`config.mk`:
```
export PLATFORM = sky130hd
export DESIGN_NAME = sap1_controller_sequencer
export DESIGN_NICKNAME = d
export VERILOG_FILES = /design/src/rtl/sap1_pkg.sv /design/src/rtl/sap1_ring_counter.sv /design/src/rtl/sap1_controller_sequencer.sv
export SDC_FILE = /design/constraint.sdc
export NUM_CORES = 1
export LEC_CHECK = 0
export ABC_AREA = 1
export ABC_CLOCK_PERIOD_IN_PS = 1500
export CORE_UTILIZATION = 37
export CTS_CLUSTER_SIZE = 10
export DETAILED_ROUTE_END_ITERATION = 6
export PLACE_DENSITY_LB_ADDON = 0.3
export RECOVER_POWER = 25
export SLEW_MARGIN = 20
export SYNTH_ARGS = -nofsm -noshare
export SYNTH_HDL_FRONTEND = slang
export SYNTH_HIERARCHICAL = 1
export SYNTH_SLANG_ARGS = --single-unit
```
`constraint.sdc`:
```
create_clock -name clk -period 1.5 [get_ports clk]
set_input_delay 0.225 -clock clk [delete_from_list [all_inputs] [get_ports clk]]
set_output_delay 0.225 -clock clk [all_outputs]
set_load 0.03 [all_outputs]
```
`src/rtl/sap1_pkg.sv`:
```
// Shared constants for the SAP-1 controller/sequencer: opcodes, one-hot
// T-state codes and the control-word bit layout.
package sap1_pkg;

  localparam int OPC_W = 4;

  localparam logic [OPC_W-1:0] OP_LDA = 4'h0;
  localparam logic [OPC_W-1:0] OP_ADD = 4'h1;
  localparam logic [OPC_W-1:0] OP_SUB = 4'h2;
  localparam logic [OPC_W-1:0] OP_OUT = 4'hE;
  localparam logic [OPC_W-1:0] OP_HLT = 4'hF;

  localparam int T_W = 6;

  localparam logic [T_W-1:0] T1 = 6'b000001;
  localparam logic [T_W-1:0] T2 = 6'b000010;
  localparam logic [T_W-1:0] T3 = 6'b000100;
  localparam logic [T_W-1:0] T4 = 6'b001000;
  localparam logic [T_W-1:0] T5 = 6'b010000;
  localparam logic [T_W-1:0] T6 = 6'b100000;

  localparam int CW_W  = 12;
  localparam int CW_CP = 0;
  localparam int CW_EP = 1;
  localparam int CW_LM = 2;
  localparam int CW_ER = 3;
  localparam int CW_LI = 4;
  localparam int CW_EI = 5;
  localparam int CW_LA = 6;
  localparam int CW_EA = 7;
  localparam int CW_SU = 8;
  localparam int CW_EU = 9;
  localparam int CW_LB = 10;
  localparam int CW_LO = 11;

  typedef logic [CW_W-1:0] cw_t;

  localparam cw_t CW_NONE = '0;

  // One-hot control word with only the given control asserted.
  function automatic cw_t cw_bit(input int idx);
    return cw_t'(1) << idx;
  endfunction

  // Strobes that commit state on the leaving edge; masked while paused.
  localparam cw_t CW_LOAD_MASK = cw_bit(CW_CP) | cw_bit(CW_LM) | cw_bit(CW_LI) |
                                 cw_bit(CW_LA) | cw_bit(CW_LB) | cw_bit(CW_LO);

  // Everything that can drive the shared W bus.
  localparam cw_t CW_BUS_MASK = cw_bit(CW_EP) | cw_bit(CW_ER) | cw_bit(CW_EI) |
                                cw_bit(CW_EA) | cw_bit(CW_EU);

endpackage

```
`src/rtl/sap1_ring_counter.sv`:
```
// Six-state one-hot ring counter (T1..T6) with asynchronous clear to T1.
module sap1_ring_counter
  import sap1_pkg::*;
(
  input  logic           clk,
  input  logic           clr_n,
  input  logic           en,
  output logic [T_W-1:0] t_state
);

  // Rotate the one-hot token left by one position per enabled edge.
  always_ff @(posedge clk or negedge clr_n) begin
    if (!clr_n) begin
      t_state <= T1;
    end else if (en) begin
      t_state <= {t_state[T_W-2:0], t_state[T_W-1]};
    end
  end

endmodule

```
`src/rtl/sap1_controller_sequencer.sv`:
```
// SAP-1 controller/sequencer: ring counter timing, opcode decode into one
// control word per T-state, single-step edge detect and latched halt.
//
// state | meaning
// T1    | PC onto bus, MAR load
// T2    | PC increment
// T3    | RAM onto bus, IR load
// T4-T6 | opcode-dependent execute phases
// HALT  | frozen in T4 with all controls low until clr_n
module sap1_controller_sequencer
  import sap1_pkg::*;
(
  input  logic             clk,
  input  logic             clr_n,
  input  logic [OPC_W-1:0] opcode,
  input  logic             run,
  input  logic             step,
  output logic             cp,
  output logic             ep,
  output logic             lm,
  output logic             er,
  output logic             li,
  output logic             ei,
  output logic             la,
  output logic             ea,
  output logic             su,
  output logic             eu,
  output logic             lb,
  output logic             lo,
  output logic [T_W-1:0]   t_state,
  output logic             halted
);

  logic step_q;
  logic step_rise;
  logic adv;
  logic hlt_hit;
  logic ring_en;
  cw_t  cw_raw;
  cw_t  cw;

  assign step_rise = step & ~step_q;
  assign adv       = run | step_rise;
  // HLT is caught on the edge leaving T4; the counter must not move on that edge.
  assign hlt_hit   = adv & ~halted & (t_state == T4) & (opcode == OP_HLT);
  assign ring_en   = adv & ~halted & ~hlt_hit;

  // Step edge register (sampled every cycle) and sticky halt flag.
  always_ff @(posedge clk or negedge clr_n) begin
    if (!clr_n) begin
      step_q <= 1'b0;
      halted <= 1'b0;
    end else begin
      step_q <= step;
      if (hlt_hit) begin
        halted <= 1'b1;
      end
    end
  end

  sap1_ring_counter u_ring (
    .clk     (clk),
    .clr_n   (clr_n),
    .en      (ring_en),
    .t_state (t_state)
  );

  // Microcode decode: fetch is opcode independent, execute keys on opcode.
  always_comb begin
    cw_raw = CW_NONE;
    case (t_state)
      T1: cw_raw = cw_bit(CW_EP) | cw_bit(CW_LM);
      T2: cw_raw = cw_bit(CW_CP);
      T3: cw_raw = cw_bit(CW_ER) | cw_bit(CW_LI);
      T4: begin
        case (opcode)
          OP_LDA,
          OP_ADD:  cw_raw = cw_bit(CW_EI) | cw_bit(CW_LM);
          // su asserted early so the subtractor output has settled by T6.
          OP_SUB:  cw_raw = cw_bit(CW_EI) | cw_bit(CW_LM) | cw_bit(CW_SU);
          OP_OUT:  cw_raw = cw_bit(CW_EA) | cw_bit(CW_LO);
          OP_HLT:  cw_raw = CW_NONE;
          default: cw_raw = CW_NONE;
        endcase
      end
      T5: begin
        case (opcode)
          OP_LDA:  cw_raw = cw_bit(CW_ER) | cw_bit(CW_LA);
          OP_ADD:  cw_raw = cw_bit(CW_ER) | cw_bit(CW_LB);
          OP_SUB:  cw_raw = cw_bit(CW_ER) | cw_bit(CW_LB) | cw_bit(CW_SU);
          default: cw_raw = CW_NONE;
        endcase
      end
      T6: begin
        case (opcode)
          OP_ADD:  cw_raw = cw_bit(CW_EU) | cw_bit(CW_LA);
          OP_SUB:  cw_raw = cw_bit(CW_EU) | cw_bit(CW_LA) | cw_bit(CW_SU);
          default: cw_raw = CW_NONE;
        endcase
      end
      default: cw_raw = CW_NONE;
    endcase
  end

  // Qualify the raw word: reset and halt silence everything, a pause only
  // silences the load strobes so bus values stay visible while stepping.
  always_comb begin
    cw = cw_raw;
    if (!clr_n || halted) begin
      cw = CW_NONE;
    end else if (!adv) begin
      cw = cw_raw & ~CW_LOAD_MASK;
    end
  end

  assign cp = cw[CW_CP];
  assign ep = cw[CW_EP];
  assign lm = cw[CW_LM];
  assign er = cw[CW_ER];
  assign li = cw[CW_LI];
  assign ei = cw[CW_EI];
  assign la = cw[CW_LA];
  assign ea = cw[CW_EA];
  assign su = cw[CW_SU];
  assign eu = cw[CW_EU];
  assign lb = cw[CW_LB];
  assign lo = cw[CW_LO];

  a_single_bus_driver: assert property (@(posedge clk) disable iff (!clr_n)
    $onehot0(cw & CW_BUS_MASK));

endmodule

```
# --- Yosys cells after proc, flatten, opt, wreduce, memory -nomap -nowiden ---
# Cells that the tools add are included.
word_totals:
  reg_bits: 8
  out_inout_bits: 19
classes:
  reduce_logical: 4
  bitwise_logic: 9
  n_eq_ne: 10
  n_mux: 6
op_table:
  columns: ["operator", "count"]
  rows:
  - ["$pmux 12 s6", 1]
  - ["$pmux 12 s3", 1]
  - ["$pmux 11 s3", 1]
  - ["$mux 12", 2]
  - ["$pmux 10 s2", 1]
  - ["$eq 4x4->1 const B", 2]
  - ["$eq 6x1->1 const B", 1]
  - ["$eq 6x2->1 const B", 1]
  - ["$eq 6x3->1 const B", 1]
  - ["$eq 6x4->1 const B", 1]
  - ["$eq 6x5->1 const B", 1]
  - ["$eq 6x6->1 const B", 1]
  - ["$and 1x1->1", 5]
  - ["$eq 4x1->1 const B", 1]
  - ["$eq 4x2->1 const B", 1]
  - ["$logic_not 4->1", 1]
  - ["$not 1->1", 3]
  - ["$reduce_or 2->1", 1]
  - ["$logic_not 1->1", 1]
  - ["$logic_or 1x1->1", 1]
  - ["$or 1x1->1", 1]

# --- Logic depth before layout (Yosys ltp) ---
depth:
  word_depth: 8
  ltp_mapped: 9
  ltp_nobuf: 9

# --- By module ---
# Netlist, hierarchy kept.
modules_own_cells:
  columns: ["module", "cells_per_inst", "seq_area_each_um2", "instances", "area_each_um2"]
  rows:
  - ["sap1_controller_sequencer", 78, 50.0, 1, 430.4]
  - ["sap1_ring_counter", 25, 151.4, 1, 222.7]

# --- Worst setup path after synthesis ---
# No wires, ideal clock.
synth_path:
  path_kind: "register -> output"
  from: "register u_ring.t_state[4]"
  to: "output port lo"
  path_stages_with_launch: 6
  path_buffers: 0
  t_required_ns: 1.275
  arrival_ns: 1.820
  slack_ns: -0.545
  cell_sequence: "dfrtp_1 -> inv_2 -> nand2_4 -> nor2_4 -> nand2_4 -> nor4_1"
synth_between:
  elab_chain_len: 4
  elab_cells_between_ends: 9
  cone_classes: "6 x eq/ne; 3 x mux"
synth_rtl:
  columns: ["item", "line", "rtl"]
  rows:
  - ["start, declared", "sap1_ring_counter.sv:8", "output logic [T_W-1:0] t_state"]
  - ["start signal, assigned", "sap1_ring_counter.sv:16", "t_state <= {t_state[T_W-2:0], t_state[T_W-1]};"]
  - ["$eq 6x6->1, or another cell as far along", "sap1_controller_sequencer.sv:71", "case (t_state)"]
  - ["$pmux 12 s6 (*)", "sap1_controller_sequencer.sv:71", null]
  - ["$mux 12 (*)", "sap1_controller_sequencer.sv:111", "end else if (!adv) begin"]
  - ["$mux 12 (*)", "sap1_controller_sequencer.sv:109", "if (!clr_n || halted) begin"]
  - ["end, declared", "sap1_controller_sequencer.sv:29", "output logic lo,"]
# Every way passes the cells marked *; elsewhere a longest branch is shown, timed or not.

# --- Worst setup path in the final report ---
layout_path:
  from: "register u_ring.t_state[1]"
  to: "output port la"
layout_between:
  elab_chain_len: 4
  elab_cells_between_ends: 9
  cone_classes: "6 x eq/ne; 3 x mux"
layout_rtl:
  columns: ["item", "line", "rtl"]
  rows:
  - ["$eq 6x6->1, or another cell as far along", "sap1_controller_sequencer.sv:71", null]
  - ["$pmux 12 s6 (*)", "sap1_controller_sequencer.sv:71", null]
  - ["$mux 12 (*)", "sap1_controller_sequencer.sv:111", null]
  - ["$mux 12 (*)", "sap1_controller_sequencer.sv:109", null]
  - ["end, declared", "sap1_controller_sequencer.sv:24", "output logic la,"]
# Marks and branches as above.

==> flow_metrics.py <==
metrics = {
    "clock_network": {
        "clock_tree.buffer_depth": 2,
        "cts.sink_count": 8,
        "cts_hold_buffers": 0,
        "cts_buffers": 3,
        "cts_tree": "built",
        "clk_pin_slew_ps": 60,
        "htreeDepth": 1,
        "cts_root_buf": "clkbuf_4",
        "clock_latency_ps": 250,
    },
    "routing": {
        "drtIter0Drc": 15,
        "drt-total-wl_um": 2430,
        "drt_first_pass_iters": 7,
        "vias": 887,
        "ant_nets": 0,
        "drt-wirelength-per-cell_um": 13.9,
        "drc": 1,
        "viasPerCell": 5.07,
    },
    "synthesis": {
        "syn_inst": 103,
        "synth_area_um2": 653,
        "synth_mux_area_share_pct": 0,
        "yosys.cell_types.count": 24,
        "synthSimpleGateAreaFrac_pct": 48.1,
        "synthAdderAreaFrac_pct": 0,
        "synth_fp_nets": 111,
        "ys.warnings.count": 6,
        "synth_seq_area_share_pct": 30.8,
        "synth_top_family_by_area": "simple AND/OR/NAND/NOR gates",
        "synth_compound_area_share_pct": 8.81,
        "synthXorXnorAreaFrac_pct": 0,
        "syn_area_per_cell_um2": 6.34,
        "synth_seq_cells": 8,
    },
    "global_routing": {
        "overflow": 0,
        "grt_max_degree": 9,
        "grt_antenna_before_repair": 0,
        "grt_pass1_wl_um": 3140,
        "grt.total_usage_pct": 22.2,
        "grt_pass1_vias": 774,
    },
    "floorplan": {
        "rows": 14,
        "dieArea_um2": 1940,
        "io_pins": 27,
        "die_x_um": 44.0,
        "coreArea_um2": 1580,
        "die_h_um": 44.0,
        "start_util_pct": 41.4,
    },
    "critical_path": {
        "startpoint_type": "register",
        "crit_slowest_cell": "dfrtp_2",
        "worstSetupEndpointType": "output port",
        "path_max_fanout": 4,
        "worstPathRequired_ps": 1270,
        "cpPeakStageDelay_ps": 440,
        "path_class": "register to output port",
        "arrival_ps": 1570,
        "crit_chain": "inv_2, nand2_2, nor2_4, o21ai_2, nand3_2, nand2_4, nor2_4, buf_6",
        "cp_common_cell": "nor2_4",
        "ff2ff_path_depth": 10,
    },
    "power": {
        "power_density_nw_per_um2": 338,
        "irDropWorstVdd_mv": 0.462,
        "p_leak_nw": 0.720,
        "total_power_mw": 0.455,
    },
    "run_status": {
        "outcome": "complete, but fails checks",
        "violations": "design-rule violations, negative setup slack",
    },
    "sta": {
        "period_share_pct": 119,
        "finalCriticalPeriod_ps": 1790,
        "max_freq_ghz": 0.558,
        "rsz0062_at_grt": "yes",
        "drv_slew": 0,
        "worst_pin_slew_ps": 428,
        "setup_viol": 18,
        "worst_slack_ps": -292,
        "hold-worst-slack_ps": 160,
        "relSlewSlack_pct": 71.5,
        "finalHoldViolCount": 0,
        "worst_clock_skew_ps": 7.02,
    },
    "place": {
        "dp_hpwl_um": 1440,
        "port_buffers": 26,
        "gp_congestion": 0.767,
        "dp_cells": 162,
    },
    "layout": {
        "layout_common_cells": "buf_4, nand2_1, buf_6, inv_1, inv_2",
        "antenna_cells": 0,
        "layout-drive-gt1-share_pct": 62.9,
        "layout.nets": 168,
        "final_common_cell": "buf_4",
        "fin_cells": 175,
        "syn_to_final_growth_pct": 106,
    },
    "min_path": {
        "hold_path_class": "input pin to async pin",
    },
    "flow_run": {
        "drv_cap": 0,
    },
}
state kept, by name (all words and copies together) (netlist names):
register,flops
u_ring/t_state,6
halted,1
step_q,1
routing by layer:
metal  GRT usage, %  wire, um
met5              0         0
met4           9.09        15
met3           2.45        37
met2           41.5      1380
met1           25.3      1000
power breakdown:
part / switching, mW / leakage [nW] / total [mW] / internal [mW]
clock network: 0.0728 / 0.0150 / 0.174 / 0.102
registers: 0.000480 / 0.0939 / 0.218 / 0.217
logic: 0.0363 / 0.612 / 0.0628 / 0.0266
cells in the mapped netlist (all sizes together):
cell type	instances	area (um2)
a21oi	5	32.5
a31oi	1	6.26
and3	2	13.8
clkinv	1	5.00
dfrtp	7	175
dfstp	1	26.3
inv	20	75.1
nand2	34	145
nand3	6	40.0
nand3b	1	7.51
nand4	1	6.26
nor2	18	85.1
nor3	2	10.0
nor4	1	6.26
o21ai	3	18.8
kinds of logic after synthesis:
kind of cell,count (synthesis)
compound gates,9
buf+inv,21
flops,8
simple gates,65
path summary, 6_finish.rpt:
kind                       slack [ps]                end              start
setup / recovery                 -290                 la  u_ring/t_state[1]
hold / removal                    160             halted              clr_n
setup reg to reg                  -50  u_ring/t_state[3]  u_ring/t_state[0]
hold reg to reg                   520             halted             halted
max in group asynchronous        1000  u_ring/t_state[0]              clr_n
min in group clk                  240             step_q               step
what timing repair did:
action                                  in CTS  in global routing
pin swaps                                    9                  8
endpoints found under the setup margin      18                 12
gates resized for setup                     37                 21
buffers inserted                             4                  5
layout make-up:
type	instances	area [um2]
clock buffers	4	26.3
repair buffers	52	454
fillers	88	229
well taps	16	20.0
multi-input cells	74	556
flip-flops and latches	8	206
inverters	21	85.1
worst max-delay path, delay by kind of cell, from the launching register on:
| family | cells | cell delay [ps] |
|---|---|---|
| buffers and inverters | 2 | 210 |
| DFF | 1 | 440 |
| and+or+nand+nor | 5 | 590 |
| AOI/OAI and AO/OA | 1 | 80 |
stage by stage:
step / area (um2) / setup TNS (ps) / setup WS [ps] / util [%]
final: 1350 / -2810 / -292 / 85.5
after global routing: 1350 / -4110 / -359 / 85.5
after CTS: 1260 / -2540 / -271 / 79.8
after detailed placement: 1110 / -2300 / -219 / 70.3
after global placement: 1110 / -2120 / -197 / 70.3
after floorplan: 733 / -141 / -47.2 / -
(Power assumes the default switching activity.)
